**config.mk**
```make
export PLATFORM = sky130hd
export DESIGN_NAME = muldiv_unit_flat
export DESIGN_NICKNAME = d
export VERILOG_FILES = /design/src/rtl/muldiv_if.sv /design/src/rtl/muldiv_unit.sv /design/src/flat_wrapper.sv
export SDC_FILE = /design/constraint.sdc
export NUM_CORES = 1
export LEC_CHECK = 0
export ABC_AREA = 0
export BUFFER_PORTS_ARGS = -buffer_cell sky130_fd_sc_hd__clkbuf_2
export CAP_MARGIN = 20
export CORE_ASPECT_RATIO = 2
export CORE_MARGIN = 8
export CORE_UTILIZATION = 38
export DETAILED_ROUTE_END_ITERATION = 10
export GPL_TIMING_DRIVEN = 0
export PLACE_DENSITY = 0.65
export SLEW_MARGIN = 25
export SYNTH_ARGS = -nofsm -noshare
export SYNTH_HDL_FRONTEND = slang
export SYNTH_SLANG_ARGS = --single-unit
```
**constraint.sdc**
```tcl
create_clock -name clk -period 10.3 [get_ports clk]
set_clock_uncertainty 0.15 [all_clocks]
set_input_delay 0.515 -clock clk [delete_from_list [all_inputs] [get_ports clk]]
set_output_delay 0.515 -clock clk [all_outputs]
set_load 0.05 [all_outputs]
```
**src/rtl/muldiv_if.sv**
```systemverilog
// Control/data bundle between the CU/ALU path and the multiply/divide unit.
`timescale 1ns/1ps
interface muldiv_if #(
  parameter int WIDTH = 32
);
  logic             start;
  logic [1:0]       op;
  logic [WIDTH-1:0] a;
  logic [WIDTH-1:0] b;
  logic             flush;
  logic             mf_rd;
  logic             mthi;
  logic             mtlo;
  logic [WIDTH-1:0] wdata;
  logic             busy;
  logic             done;
  logic             stall;
  logic [WIDTH-1:0] hi;
  logic [WIDTH-1:0] lo;

  modport master (
    output start, op, a, b, flush,
    output mf_rd, mthi, mtlo, wdata,
    input  busy, done, stall, hi, lo
  );

  modport slave (
    input  start, op, a, b, flush,
    input  mf_rd, mthi, mtlo, wdata,
    output busy, done, stall, hi, lo
  );
endinterface

```
**src/rtl/muldiv_unit.sv**
```systemverilog
// Iterative MULT/MULTU/DIV/DIVU sequencer owning the HI/LO pair.
// Shift-add multiply, restoring divide, sign fix-up in a final cycle.
`timescale 1ns/1ps
module muldiv_unit #(
  parameter int WIDTH = 32
) (
  input  logic clk,
  input  logic reset_n,
  muldiv_if.slave bus
);
  localparam int CW = $clog2(WIDTH) + 1;

  typedef enum logic [1:0] {
    IDLE,
    CALC,
    FIX
  } state_t;

  state_t             state_q, state_d;
  logic [CW-1:0]      cnt_q, cnt_d;
  logic [WIDTH-1:0]   opnd_q, opnd_d;
  logic [2*WIDTH-1:0] prod_q, prod_d;
  logic [WIDTH-1:0]   hi_q, hi_d;
  logic [WIDTH-1:0]   lo_q, lo_d;
  logic               neg_q, neg_d;
  logic               rneg_q, rneg_d;
  logic               div_q, div_d;
  logic               dz_q, dz_d;
  logic               done_q, done_d;

  logic               sgn;
  logic               is_div;
  logic [WIDTH-1:0]   abs_a, abs_b;
  logic [WIDTH:0]     msum, shl, dif;
  logic [2*WIDTH-1:0] prod_mul, prod_div, mres;
  logic [WIDTH-1:0]   quo, rem;

  assign sgn    = ~bus.op[0];
  assign is_div = bus.op[1];

  always_comb begin
    abs_a = bus.a;
    abs_b = bus.b;
    if (sgn && bus.a[WIDTH-1]) abs_a = -bus.a;
    if (sgn && bus.b[WIDTH-1]) abs_b = -bus.b;
  end

  // Multiply: product low half holds the unconsumed multiplier bits.
  always_comb begin
    msum = {1'b0, prod_q[2*WIDTH-1:WIDTH]}
         + {1'b0, opnd_q & {WIDTH{prod_q[0]}}};
    prod_mul = {msum, prod_q[WIDTH-1:1]};
  end

  // Divide: high half is the partial remainder, low half the quotient.
  always_comb begin
    shl = {prod_q[2*WIDTH-1:WIDTH], prod_q[WIDTH-1]};
    dif = shl - {1'b0, opnd_q};
    if (dif[WIDTH])
      prod_div = {shl[WIDTH-1:0], prod_q[WIDTH-2:0], 1'b0};
    else
      prod_div = {dif[WIDTH-1:0], prod_q[WIDTH-2:0], 1'b1};
  end

  always_comb begin
    mres = neg_q ? -prod_q : prod_q;
    quo  = neg_q ? -prod_q[WIDTH-1:0] : prod_q[WIDTH-1:0];
    rem  = rneg_q ? -prod_q[2*WIDTH-1:WIDTH]
                  : prod_q[2*WIDTH-1:WIDTH];
  end

  always_comb begin
    state_d = state_q;
    cnt_d   = cnt_q;
    opnd_d  = opnd_q;
    prod_d  = prod_q;
    hi_d    = hi_q;
    lo_d    = lo_q;
    neg_d   = neg_q;
    rneg_d  = rneg_q;
    div_d   = div_q;
    dz_d    = dz_q;
    done_d  = 1'b0;
    case (state_q)
      IDLE: begin
        if (bus.start) begin
          if (!bus.flush) begin
            opnd_d  = is_div ? abs_b : abs_a;
            prod_d  = {{WIDTH{1'b0}}, is_div ? abs_a : abs_b};
            neg_d   = sgn & (bus.a[WIDTH-1] ^ bus.b[WIDTH-1]);
            rneg_d  = sgn & bus.a[WIDTH-1];
            div_d   = is_div;
            dz_d    = is_div && (bus.b == '0);
            cnt_d   = '0;
            state_d = CALC;
            // Zero divisor keeps the raw dividend for HI.
            if (is_div && (bus.b == '0)) begin
              prod_d  = {{WIDTH{1'b0}}, bus.a};
              state_d = FIX;
            end
          end
        end else begin
          if (bus.mthi) hi_d = bus.wdata;
          if (bus.mtlo) lo_d = bus.wdata;
        end
      end
      CALC: begin
        if (bus.flush) begin
          state_d = IDLE;
        end else begin
          prod_d = div_q ? prod_div : prod_mul;
          cnt_d  = cnt_q + 1'b1;
          if (cnt_q == CW'(WIDTH - 1)) state_d = FIX;
        end
      end
      FIX: begin
        state_d = IDLE;
        if (!bus.flush) begin
          done_d = 1'b1;
          unique case (1'b1)
            dz_q: begin
              hi_d = prod_q[WIDTH-1:0];
              lo_d = '1;
            end
            (div_q && !dz_q): begin
              hi_d = rem;
              lo_d = quo;
            end
            (!div_q): begin
              {hi_d, lo_d} = mres;
            end
            default: ;
          endcase
        end
      end
      default: state_d = IDLE;
    endcase
  end

  always_ff @(posedge clk or negedge reset_n) begin
    if (!reset_n) begin
      state_q <= IDLE;
      cnt_q   <= '0;
      opnd_q  <= '0;
      prod_q  <= '0;
      hi_q    <= '0;
      lo_q    <= '0;
      neg_q   <= 1'b0;
      rneg_q  <= 1'b0;
      div_q   <= 1'b0;
      dz_q    <= 1'b0;
      done_q  <= 1'b0;
    end else begin
      state_q <= state_d;
      cnt_q   <= cnt_d;
      opnd_q  <= opnd_d;
      prod_q  <= prod_d;
      hi_q    <= hi_d;
      lo_q    <= lo_d;
      neg_q   <= neg_d;
      rneg_q  <= rneg_d;
      div_q   <= div_d;
      dz_q    <= dz_d;
      done_q  <= done_d;
    end
  end

  assign bus.busy  = (state_q != IDLE);
  assign bus.done  = done_q;
  assign bus.hi    = hi_q;
  assign bus.lo    = lo_q;
  assign bus.stall = bus.busy
                   & (bus.start | bus.mf_rd | bus.mthi | bus.mtlo);
endmodule

```
**src/flat_wrapper.sv**
```systemverilog
// flat-port wrapper written by rule: the top's interface ports become plain ports
module muldiv_unit_flat 
#(
  parameter int WIDTH = 32
)
  (clk, reset_n, bus_start, bus_op, bus_a, bus_b, bus_flush, bus_mf_rd, bus_mthi, bus_mtlo, bus_wdata, bus_busy, bus_done, bus_stall, bus_hi, bus_lo);
  muldiv_if #(.WIDTH(WIDTH)) bus_i ();
  input  logic clk;
  input  logic reset_n;
  input wire logic [$bits(bus_i.start)-1:0] bus_start;
  input wire logic [$bits(bus_i.op)-1:0] bus_op;
  input wire logic [$bits(bus_i.a)-1:0] bus_a;
  input wire logic [$bits(bus_i.b)-1:0] bus_b;
  input wire logic [$bits(bus_i.flush)-1:0] bus_flush;
  input wire logic [$bits(bus_i.mf_rd)-1:0] bus_mf_rd;
  input wire logic [$bits(bus_i.mthi)-1:0] bus_mthi;
  input wire logic [$bits(bus_i.mtlo)-1:0] bus_mtlo;
  input wire logic [$bits(bus_i.wdata)-1:0] bus_wdata;
  output wire logic [$bits(bus_i.busy)-1:0] bus_busy;
  output wire logic [$bits(bus_i.done)-1:0] bus_done;
  output wire logic [$bits(bus_i.stall)-1:0] bus_stall;
  output wire logic [$bits(bus_i.hi)-1:0] bus_hi;
  output wire logic [$bits(bus_i.lo)-1:0] bus_lo;
  assign bus_i.start = bus_start;
  assign bus_i.op = bus_op;
  assign bus_i.a = bus_a;
  assign bus_i.b = bus_b;
  assign bus_i.flush = bus_flush;
  assign bus_i.mf_rd = bus_mf_rd;
  assign bus_i.mthi = bus_mthi;
  assign bus_i.mtlo = bus_mtlo;
  assign bus_i.wdata = bus_wdata;
  assign bus_busy = bus_i.busy;
  assign bus_done = bus_i.done;
  assign bus_stall = bus_i.stall;
  assign bus_hi = bus_i.hi;
  assign bus_lo = bus_i.lo;
  muldiv_unit #(.WIDTH(WIDTH)) u_core (.clk(clk), .reset_n(reset_n), .bus(bus_i));
endmodule
```
==> results of run 1 <==
state kept, by name, summed over array words and instances (netlist names):
name,count
u_core.bus.hi,32
u_core.opnd_q,32
u_core.prod_q,64
u_core.div_q,1
u_core.cnt_q,6
u_core.rneg_q,1
u_core.state_q,2
u_core.dz_q,1
u_core.bus.done,1
u_core.bus.lo,32
u_core.neg_q,1
layer usage:
| layer | part of all wire [%] | track usage [%] | routed length (um) |
|---|---|---|---|
| met4 | 11 | 31.8 | 8860 |
| met5 | 0.048 | 0 | 39 |
| met2 | 50 | 56.9 | 41200 |
| met3 | 6.4 | 6.17 | 5210 |
| met1 | 32 | 30.7 | 26400 |
path summary, 6_finish.rpt:
check / end / slack, ns / depth (start not counted)
worst max-delay path: u_core.bus.hi[20] / 5.41 / 12
worst min-delay path: u_core.bus.hi[2] / 0.20 / 3
worst max register to register: u_core.bus.hi[20] / 5.41 / 12
worst min register to register: u_core.bus.hi[2] / 0.33 / 2
max in group asynchronous: u_core.prod_q[57] / 8.88 / 3
min in group asynchronous: u_core.bus.lo[16] / 0.36 / 2
layout make-up:
type	instances	share of cell area, %
well taps	540	3.70
repair buffers	173	5.06
clock buffers	17	2.33
inverters	63	1.29
multi-input cells	1731	59.5
clock inverters	15	0.992
diodes	1	0.0137
plain buffers	164	3.43
flip-flops and latches	173	23.7
stage by stage:
| step | hold WS (ns) | area [um2] | cells |
|---|---|---|---|
| after global placement | 0.313 | 17600 | 2841 |
| after global routing | 0.201 | 18300 | 2876 |
| after detailed placement | 0.311 | 17700 | 2843 |
| after floorplan | 0.0694 | 16100 | 2131 |
| final | 0.196 | 18300 | 2877 |
| after CTS | 0.177 | 18300 | 2876 |
report_power, final:
part	leakage [nW]	internal, mW	switching (mW)
clock	0.297	0.331	0.355
combinational	5.30	1.33	3.00
sequential	2.17	0.968	0.297
cell usage in the layout, fill, tap and decap left out, drive strengths merged, types with 15 or more instances in the layout:
cell	n
clkbuf	326
o21ai	252
nand2	237
a21oi	177
dfrtp	173
nor2	163
xnor2	104
xor2	97
inv	72
ha	69
mux2i	48
nand3	42
a211oi	41
o22ai	37
o31ai	37
or3	36
nor3	35
nor2b	34
o211ai	29
nand4	27
buf	27
a21o	26
o221ai	23
nor4	22
nand2b	20
a22oi	18
and3	17
a31oi	17
o21a	15
or4	15
critical path: cells and delay by family (launching register included):
family                   cells  cell delay [ns]
adder cells (fa/ha/maj)      1             0.29
XOR/XNOR                     1             0.74
buffers and inverters        2             0.80
AO/OA/AOI/OAI                4             0.96
AND/OR/NAND/NOR              4             1.32
flip-flops                   1             0.49
logic make-up after synthesis:
family	count (synthesis)	synth area share (%)
buffers and inverters	227	5.37
XOR/XNOR	201	11.0
flip-flops	173	26.9
multiplexers	51	3.20
adder cells (fa/ha/maj)	71	5.62
AND/OR/NAND/NOR	671	19.8
AO/OA/AOI/OAI	737	28.1
timing repair:
| action | in CTS | in global routing |
|---|---|---|
| endpoints found under the hold margin | 36 | 0 |
| setup endpoints to repair | 0 | 0 |
| buffers inserted | 0 | 0 |
| hold buffers | 1 | 0 |
==> summary.md, run 1 <==
| Metric | Value |
|---|---|
| Status | finished clean |
| CP Capture Type | flip-flop |
| Most used cell, CP | nand2b_1 |
| Overall power | 6.28 mW |
| Post-route ant nets | 0 |
| Number of remaining DRC errors | 0 |
| CTS tree | built |
| Fin util | 43.8% |
| Yosys reg bits | 173 |
| FILL cells | 4435 |
| Worst-path fanout max | 10 |
| Hold WC Path Type | input pin to flip-flop |
| Seq/Total Area, Yosys | 26.9% |
| Post-synthesis instance total | 2131 |
| Worst r2r src | u_core.prod_q[0] |
| Max cap viols | 0 |
| Initial Util | 38.5% |
| Core Region | 41800 um2 |
| Skew-Pair Late Insertion Delay | 0.49 ns |
| CTS Buf Count | 17 |
| Slew Limit Fails | 0 |
| Worst slew margin | 31.3% |
| Hold path start | bus_wdata[2] |
| Syn Nets | 2307 |
| Clock-pin transition on the worst setup and hold timing paths | 0.08 ns |
| Pwr Density | 344 nW/um2 |
| Share of post-route cells with drive strength above 1 | 10.0% |
| First-pass GRT wire length | 118000 um |
| Slew @ Worst Pin | 1.03 ns |
| Port Buf Inserts | 170 |
| Fin crit share | 47.4% |
| Area contributors post-synth | dfrtp_1, o21ai_0, xnor2_1 |
| Leakage power total | 7.77 nW |
| 1st-pass router iterations | 5 |
| P&R area growth vs syn | 13.8% |
| Final net count | 2499 |
| Final min period | 4.89 ns |
| Avg Inst Size Synth | 7.54 um2 |
| Area share of the leading cell type in the synthesized netlist | 26.9% |
| Setup_tns | 0 ns |
| Crit path largest cell delay | 0.74 ns |
| Largest net degree at the start of global routing | 76 |
| CP Data Required Time | 10.50 ns |
| Resize count post-CTS | 0 |
| Clock sink total | 173 |
| GRT Util Overall | 32.4% |
| Synthesized area | 16100 um2 |
| Most common cell in the synthesized netlist | o21ai_0 |
| EDFF count, synth | 0 |
| CP Class | flip-flop to flip-flop |
| CTS max path bufs | 2 |
| DIE WIDTH | 161 um |
| Crit-path cells | inv_1 -> buf_1 -> ha_1 -> nand2b_1 -> nor4_2 -> nand4_1 -> nand2b_1 -> o41ai_1 -> xor2_1 -> o211ai_1 -> o21ai_0 -> o21ai_1 |
| Reg area | 4330 um2 |
| Die ar. | 49500 um2 |
| Drt via density | 6.21 |
| Worst path slowest cell | xor2_1 |
| Top FF cell, synth | dfrtp_1 |
| Multi-input gate area | 10900 um2 |
| Die height | 307 um |
| Core Rows | 106 |
| RSZ-0062 raised after global routing | false |
| Synth area leader | dfrtp_1 |
| YS warnings | 0 |
| Worst Setup Start Kind | flip-flop |
| Placement Setup Slack | 5.77 ns |
| I/O Pins | 172 |
| Wirelength per Cell | 28.4 um |
| Netlist cell types | 74 |
| DRT iter0 DRCs | 1426 |
| Setup Viol. Count Final | 0 |
| Vias | 17877 |
| Final hold viol count | 0 |
| Post-DP HPWL | 65600 um |
| Worst endpoint data arrival time | 5.08 ns |
| Clock root cell | clkbuf_16 |
| Max H-tree Level | 4 |
| Most frequent cells after synthesis | o21ai_0, nand2_1, a21oi_1 |
| Final worst slack | 5.41 ns |
| Async SR Flop Fraction | 100% |
| Vias in the first global route | 17864 |
| Initial antenna violation count | 3 |
| F_max | 205 MHz |
| Peak VDD IR | 0.000127 V |
| Remaining Overflow, GRT | 0 |
| Routed wire length | 81800 um |
| Placer Congestion | 1.16 |
| CP Launch Point | u_core.prod_q[0] |
Power figures use the tool's default switching activity.
==> run 2, diff against run 1 <==
--- a/config.mk
+++ b/config.mk
@@ -13,7 +13,7 @@
 export CORE_UTILIZATION = 38
 export DETAILED_ROUTE_END_ITERATION = 10
 export GPL_TIMING_DRIVEN = 0
-export PLACE_DENSITY = 0.65
+export PLACE_DENSITY = 0.67
 export SLEW_MARGIN = 25
 export SYNTH_ARGS = -nofsm -noshare
 export SYNTH_HDL_FRONTEND = slang
==> constraint.sdc (replaced) <==
create_clock -name clk -period 4.2 [get_ports clk]
set_clock_uncertainty 0.15 [all_clocks]
set_input_delay 0.21 -clock clk [delete_from_list [all_inputs] [get_ports clk]]
set_output_delay 0.21 -clock clk [all_outputs]
set_load 0.05 [all_outputs]
==> run 2 against run 1 <==
Effect of this change:
- sequential power is 150% higher
- sequential cell count is the same
- combinational power up 140%
- non-clock buffer count is 21 higher
- clock power rose by 150%
- maximum frequency is 23% higher
- final area grew 1.6%
- register-to-register slack got worse by 5.2 ns
- die area did not move
- worst setup slack worse by 5.2 ns
- global-route usage rose by 0.35 points
- critical path type unchanged
- critical endpoint is now u_core.prod_q[63]
- largest cell class unchanged
- largest power group unchanged
==> summary.md, run 2 (same netlist as run 1, synthesis figures left out) <==
| Metric | Value |
|---|---|
| Overall power | 15.4 mW (+150%) |
| I/O Pins | 172 (unchanged) |
| Reg area | 4330 um2 (about the same) |
| Clock root cell | clkbuf_16 |
| Final worst slack | 0.240 ns (-5.17 ns) |
| Commonest non-fill, non-tap cell in the layout | o21ai_0 |
| Port Buf Inserts | 170 (unchanged) |
| Post-route ant nets | 0 (unchanged) |
| F_max | 253 MHz (+23%) |
| Slew @ Worst Pin | 1.03 ns (+0.00121 ns) |
| Hold WC Path Type | input pin to flip-flop |
| Placer Congestion | 1.08 (-6.7%) |
| Share of post-route cells with drive strength above 1 | 10.7% (+0.72 points) |
| DRT iter0 DRCs | 1439 (+0.91%) |
| Post-DP Area | 17700 um2 (unchanged) |
| Largest net degree at the start of global routing | 74 (-2.6%) |
| Number of remaining DRC errors | 0 (unchanged) |
| Max H-tree Level | 4 (unchanged) |
| Dpl cells | 2843 (unchanged) |
| Most frequent cells in the layout | o21ai_0, nand2_1, a21oi_1, clkbuf_2, dfrtp_1 |
| Max cap viols | 0 (unchanged) |
| Placement Setup Slack | -0.196 ns (-5.96 ns) |
| 1st-pass router iterations | 5 (unchanged) |
| Setup_tns | 0 ns (unchanged) |
| Critical Path Sink | u_core.prod_q[63] |
| Status | finished clean |
| CTS tree | built |
| Hold Slack | 0.00405 ns (-0.192 ns) |
| Final net count | 2520 (+0.84%) |
| Wirelength per Cell | 28.2 um (-0.89%) |
| Initial antenna violation count | 2 (-1) |
| Worst-path fanout max | 10 (unchanged) |
| Vias | 17925 (+0.27%) |
| Drt via density | 6.18 (-0.56%) |
| CP Launch Point | u_core.prod_q[0] |
| R2R depth | 15 (+3) |
| Routed wire length | 81700 um (about the same) |
| R2r setup slk | 0.24 ns (-5.17 ns) |
| FILL cells | 4386 (-1.1%) |
| Setup Viol. Count Final | 0 (unchanged) |
| Clock-pin transition on the worst setup and hold timing paths | 0.08 ns (about the same) |
| GRT Util Overall | 32.7% (+0.35 points) |
| Final Instance Count excl. Fillers | 2901 (+0.83%) |
| Post-DP HPWL | 65800 um (+0.42%) |
| Final min period | 3.96 ns (-0.926 ns) |
| CP Class | flip-flop to flip-flop |
| Fin util | 44.5% (+0.72 points) |
| P&R area growth vs syn | 15.6% |
| Skew-Pair Late Insertion Delay | 0.49 ns (about the same) |
| Worst r2r src | u_core.prod_q[0] |
| Vias in the first global route | 17878 (+0.078%) |
| Largest register by flop count | u_core.prod_q |
| Worst slew margin | 31.2% (-0.081 points) |
| Peak VDD IR | 0.000477 V (+270%) |
| Multi-input gate area | 10900 um2 (+0.52%) |
| CTS Buf Count | 17 (unchanged) |
| Max reg flops | 64 (unchanged) |
| Fin crit share | 94.3% (+47 points) |
| DIE WIDTH | 161 um (unchanged) |
| Worst Setup Start Kind | flip-flop |
| First-pass GRT wire length | 119000 um (+0.65%) |
| Reg2reg end | u_core.prod_q[63] |
| CP Capture Type | flip-flop |
| RSZ-0062 raised after global routing | false |
| Design area | 18600 um2 (+1.6%) |
| Leakage power total | 7.89 nW (+1.6%) |
| Core Region | 41800 um2 (unchanged) |
| CP Data Required Time | 4.40 ns (-6.10 ns) |
| Pwr Density | 831 nW/um2 (+140%) |
| Worst endpoint data arrival time | 4.16 ns (-0.92 ns) |
| Remaining Overflow, GRT | 0 (unchanged) |
| CTS max path bufs | 2 (unchanged) |
| Die ar. | 49500 um2 (unchanged) |
| Die height | 307 um (unchanged) |
| Final hold viol count | 0 (unchanged) |
| Clock sink total | 173 (unchanged) |
| Core Rows | 106 (unchanged) |
| Initial Util | 38.5% (unchanged) |
| Slew Limit Fails | 0 (unchanged) |
==> run 2: power by group <==
group	internal, mW	total, mW	switching, mW	leakage [nW]
combinational	3.32	10.6	7.30	5.43
clock	0.813	1.70	0.887	0.294
sequential	2.37	3.13	0.756	2.17
total	6.50	15.4	8.94	7.89
==> run 2: worst min-delay path by stage <==
| stage | startpoint | slack [ns] | endpoint | cells past startpoint |
|---|---|---|---|---|
| floorplan | reset_n | -0.24 | u_core.bus.done | 0 |
| global placement | u_core.bus.lo[9] | 0.31 | u_core.bus.lo[9] | 2 |
| finish | bus_wdata[1] | 0.004 | u_core.bus.lo[1] | 3 |
| CTS | bus_wdata[1] | 0.0003 | u_core.bus.hi[1] | 4 |
| global route | bus_wdata[12] | 0.02 | u_core.bus.hi[12] | 3 |
| detailed placement | reset_n | 0.06 | u_core.bus.lo[13] | 1 |
==> run 2: timing repair <==
action,4_1_cts,5_1_grt
hold endpoints to repair,94,0
pin swaps,0,2
gates resized for setup,5,18
cloned,0,0
buffers inserted,0,1
hold buffers,22,0
setup endpoints to repair,6,32
==> run 2: critical path, cell delays in order, from the launching register on <==
cell      delay (ns)
dfrtp_2         0.48
inv_2           0.14
clkbuf_4        0.22
nor2_1          0.07
ha_1            0.27
clkbuf_1        0.21
a21oi_1         0.18
o21ai_0         0.13
o22ai_1         0.27
nand3_2         0.20
a311o_1         0.43
a31oi_2         0.30
o21ai_0         0.17
and3_1          0.24
o41ai_2         0.27
a21oi_1         0.10
==> run 2: area by class of cell <==
class                           count  share of cell area [%]
Timing Repair Buffer              195                    6.15
Buffer                            163                    3.42
Tap cell                          540                    3.64
Clock inverter                     15                    1.01
Clock buffer                       17                    2.29
Antenna cell                        4                  0.0539
Inverter                           63                    1.27
Multi-Input combinational cell   1731                    58.9
Sequential cell                   173                    23.3
==> run 2: layer usage <==
| layer | track usage, % | up-vias | share of wire [%] |
|---|---|---|---|
| met2 | 57.9 | 942 | 50 |
| met5 | 0 | - | 0.016 |
| met3 | 5.43 | 329 | 6.0 |
| met1 | 31.6 | 8480 | 32 |
| met4 | 31.1 | 2 | 12 |
| li1 | - | 8172 | - |
==> run 3, diff against run 2 <==
--- a/config.mk
+++ b/config.mk
@@ -14,6 +14,7 @@
 export DETAILED_ROUTE_END_ITERATION = 10
 export GPL_TIMING_DRIVEN = 0
 export PLACE_DENSITY = 0.67
+export RECOVER_POWER = 25
 export SLEW_MARGIN = 25
 export SYNTH_ARGS = -nofsm -noshare
 export SYNTH_HDL_FRONTEND = slang
==> run 3 against run 2 <==
Effect of this change:
- non-clock buffer count did not move
- total power barely moved
- register-to-register slack got worse by 0.02 ns
- sequential cell count did not move
- critical path depth did not move
- worst setup slack got worse by 0.024 ns
- cell count barely moved
- the flow now finishes with violations (max-capacitance violations, max-slew violations)
- global-route usage did not move
- largest power group unchanged
- first-iteration DRC count rose by 2.3%
- clock-buffer cell count did not move
- combinational power barely moved
==> summary.md, run 3 (same netlist as run 1, synthesis figures left out) <==
| Metric | Value |
|---|---|
| Failing checks | max-capacitance violations, max-slew violations |
| F_max | 251 MHz (-0.60%) |
| RSZ-0062 raised after global routing | false |
| Setup Viol. Count Final | 0 (unchanged) |
| Core Rows | 106 (unchanged) |
| Port Buf Inserts | 170 (unchanged) |
| CP Class | flip-flop to flip-flop |
| Clock-pin transition on the worst setup and hold timing paths | 0.08 ns (about the same) |
| Final min period | 3.98 ns (+0.0241 ns) |
| Reg area | 4330 um2 (unchanged) |
| Max H-tree Level | 4 (unchanged) |
| CTS max path bufs | 2 (unchanged) |
| Core Region | 41800 um2 (unchanged) |
| Dpl cells | 2843 (unchanged) |
| Final worst slack | 0.216 ns (-0.0241 ns) |
| Routed wire length | 81700 um (about the same) |
| Vias | 17861 (-0.36%) |
| Drt via density | 6.15 (-0.39%) |
| DRT iter0 DRCs | 1472 (+2.3%) |
| CP Capture Type | flip-flop |
| CTS Buf Count | 17 (unchanged) |
| DIE WIDTH | 161 um (unchanged) |
| Crit path largest cell delay | 0.48 ns (about the same) |
| Die height | 307 um (unchanged) |
| Slew Limit Fails | 57 (+57) |
| Initial antenna violation count | 2 (unchanged) |
| Fin crit share | 94.9% (+0.57 points) |
| Final Instance Count excl. Fillers | 2902 (+0.034%) |
| Vias in the first global route | 17878 (unchanged) |
| GRT Util Overall | 32.7% (unchanged) |
| 1st-pass router iterations | 8 (+3) |
| Worst path slowest cell | dfrtp_2 |
| Final net count | 2520 (unchanged) |
| Status | finished, violations left |
| Skew-Pair Late Insertion Delay | 0.48 ns (about the same) |
| Commonest non-fill, non-tap cell in the layout | o21ai_0 |
| Crit path buffers/inverters | 3 (unchanged) |
| CTS tree | built |
| Post-route ant nets | 0 (unchanged) |
| CP Data Required Time | 4.40 ns (about the same) |
| I/O Pins | 172 (unchanged) |
| Post-DP HPWL | 65800 um (unchanged) |
| Hold WC Path Type | input pin to flip-flop |
| Largest register by flop count | u_core.prod_q |
| Max reg flops | 64 (unchanged) |
| Clock sink total | 173 (unchanged) |
| Most frequent cells in the layout | o21ai_0, nand2_1, a21oi_1, clkbuf_2, dfrtp_1 |
| Worst Setup Start Kind | flip-flop |
| P&R area growth vs syn | 15.6% (about the same) |
| Design area | 18600 um2 (about the same) |
| Post-DP Area | 17700 um2 (unchanged) |
| Crit-path cells | inv_2 -> clkbuf_4 -> nor2_1 -> ha_1 -> clkbuf_1 -> a21oi_1 -> o21ai_0 -> o22ai_1 -> nand3_2 -> a311o_1 -> a31oi_2 -> o21ai_0 -> and3_1 -> o41ai_2 -> a21oi_1 |
| Remaining Overflow, GRT | 0 (unchanged) |
| Pwr Density | 831 nW/um2 (about the same) |
| Share of post-route cells with drive strength above 1 | 10.7% (-0.042 points) |
| Largest net degree at the start of global routing | 74 (unchanged) |
| Final hold viol count | 0 (unchanged) |
| FILL cells | 4388 (+0.046%) |
| Placer Congestion | 1.08 (unchanged) |
| First-pass GRT wire length | 119000 um (unchanged) |
| Fin util | 44.5% (about the same) |
| Worst endpoint data arrival time | 4.19 ns (+0.03 ns) |
| Initial Util | 38.5% (unchanged) |
| Worst-path fanout max | 10 (unchanged) |
| Die ar. | 49500 um2 (unchanged) |
| Max cap viols | 1 (+1) |
| Slew @ Worst Pin | 3.31 ns (+2.28 ns) |
| Placement Setup Slack | -0.196 ns (unchanged) |
| Multi-input gate area | 10900 um2 (unchanged) |
| Leakage power total | 7.88 nW (about the same) |
| Peak VDD IR | 0.000476 V (-0.27%) |
| Number of remaining DRC errors | 0 (unchanged) |
| CP delay by family, top | compound AO/OA/AOI/OAI gates |
| Worst slew margin | -121% (-150 points) |
| Clock root cell | clkbuf_16 |
| Wirelength per Cell | 28.2 um (about the same) |
## run 3: through the flow
stage	power (mW)	hold WS (ns)	TNS, ns
6_report	15.4	0.0119	0
4_1_cts	15.2	0.000315	0
3_5_place_dp	13.5	0.0564	-0.614
3_3_place_gp	13.3	0.312	-107.91
5_1_grt	16.4	0.0151	0
2_1_floorplan	10.0	-0.236	0
## run 3: worst reg2reg max path: cells and delay by family, from the launching register on
kind | cells | cell delay, ns
AND/OR/NAND/NOR | 3 | 0.51
flip-flops | 1 | 0.48
buffers and inverters | 3 | 0.57
adder cells (fa/ha/maj) | 1 | 0.27
AO/OA/AOI/OAI | 8 | 1.88
## run 3: worst paths after layout
kind	startpoint	endpoint	slack (ns)	depth (start not counted)
max reg2reg	u_core.prod_q[0]	u_core.prod_q[63]	0.22	15
max	u_core.prod_q[0]	u_core.prod_q[63]	0.22	15
min reg2reg	u_core.bus.hi[2]	u_core.bus.hi[2]	0.33	2
min in group asynchronous	reset_n	u_core.bus.lo[13]	1.23	2
min	bus_wdata[1]	u_core.bus.lo[1]	0.01	3
max in group asynchronous	reset_n	u_core.bus.hi[30]	0.77	2
## run 3: cell type report
cell class / count / area share [%]
timing repair buffer: 195 / 6.10
clock inverter: 15 / 1.01
sequential: 173 / 23.3
tap: 540 / 3.64
clock buffer: 17 / 2.29
multi-input combinational: 1731 / 58.9
buffer: 163 / 3.42
antenna: 5 / 0.0674
inverter: 63 / 1.27
## run 3: where the power goes
part	switching, mW	leakage (nW)	internal, mW
Clock	0.885	0.294	0.813
Combinational	7.29	5.42	3.32
Sequential	0.757	2.17	2.37
## run 3: what timing repair did
action / CTS / global route
gates resized for setup: 5 / 18
pin swaps: 0 / 2
hold endpoints to repair: 94 / 0
gates cloned: 0 / 0
buffers inserted: 0 / 1
hold buffers: 22 / 0
endpoints found under the setup margin: 6 / 32
## run 3: metal layers
layer  up-vias  wire length, um  track usage, %
met2       863            41000            57.9
met3       321             4610            5.43
met4         2             9230            31.1
li1       8179                -               -
met5         -               13               0
met1      8496            26900            31.6
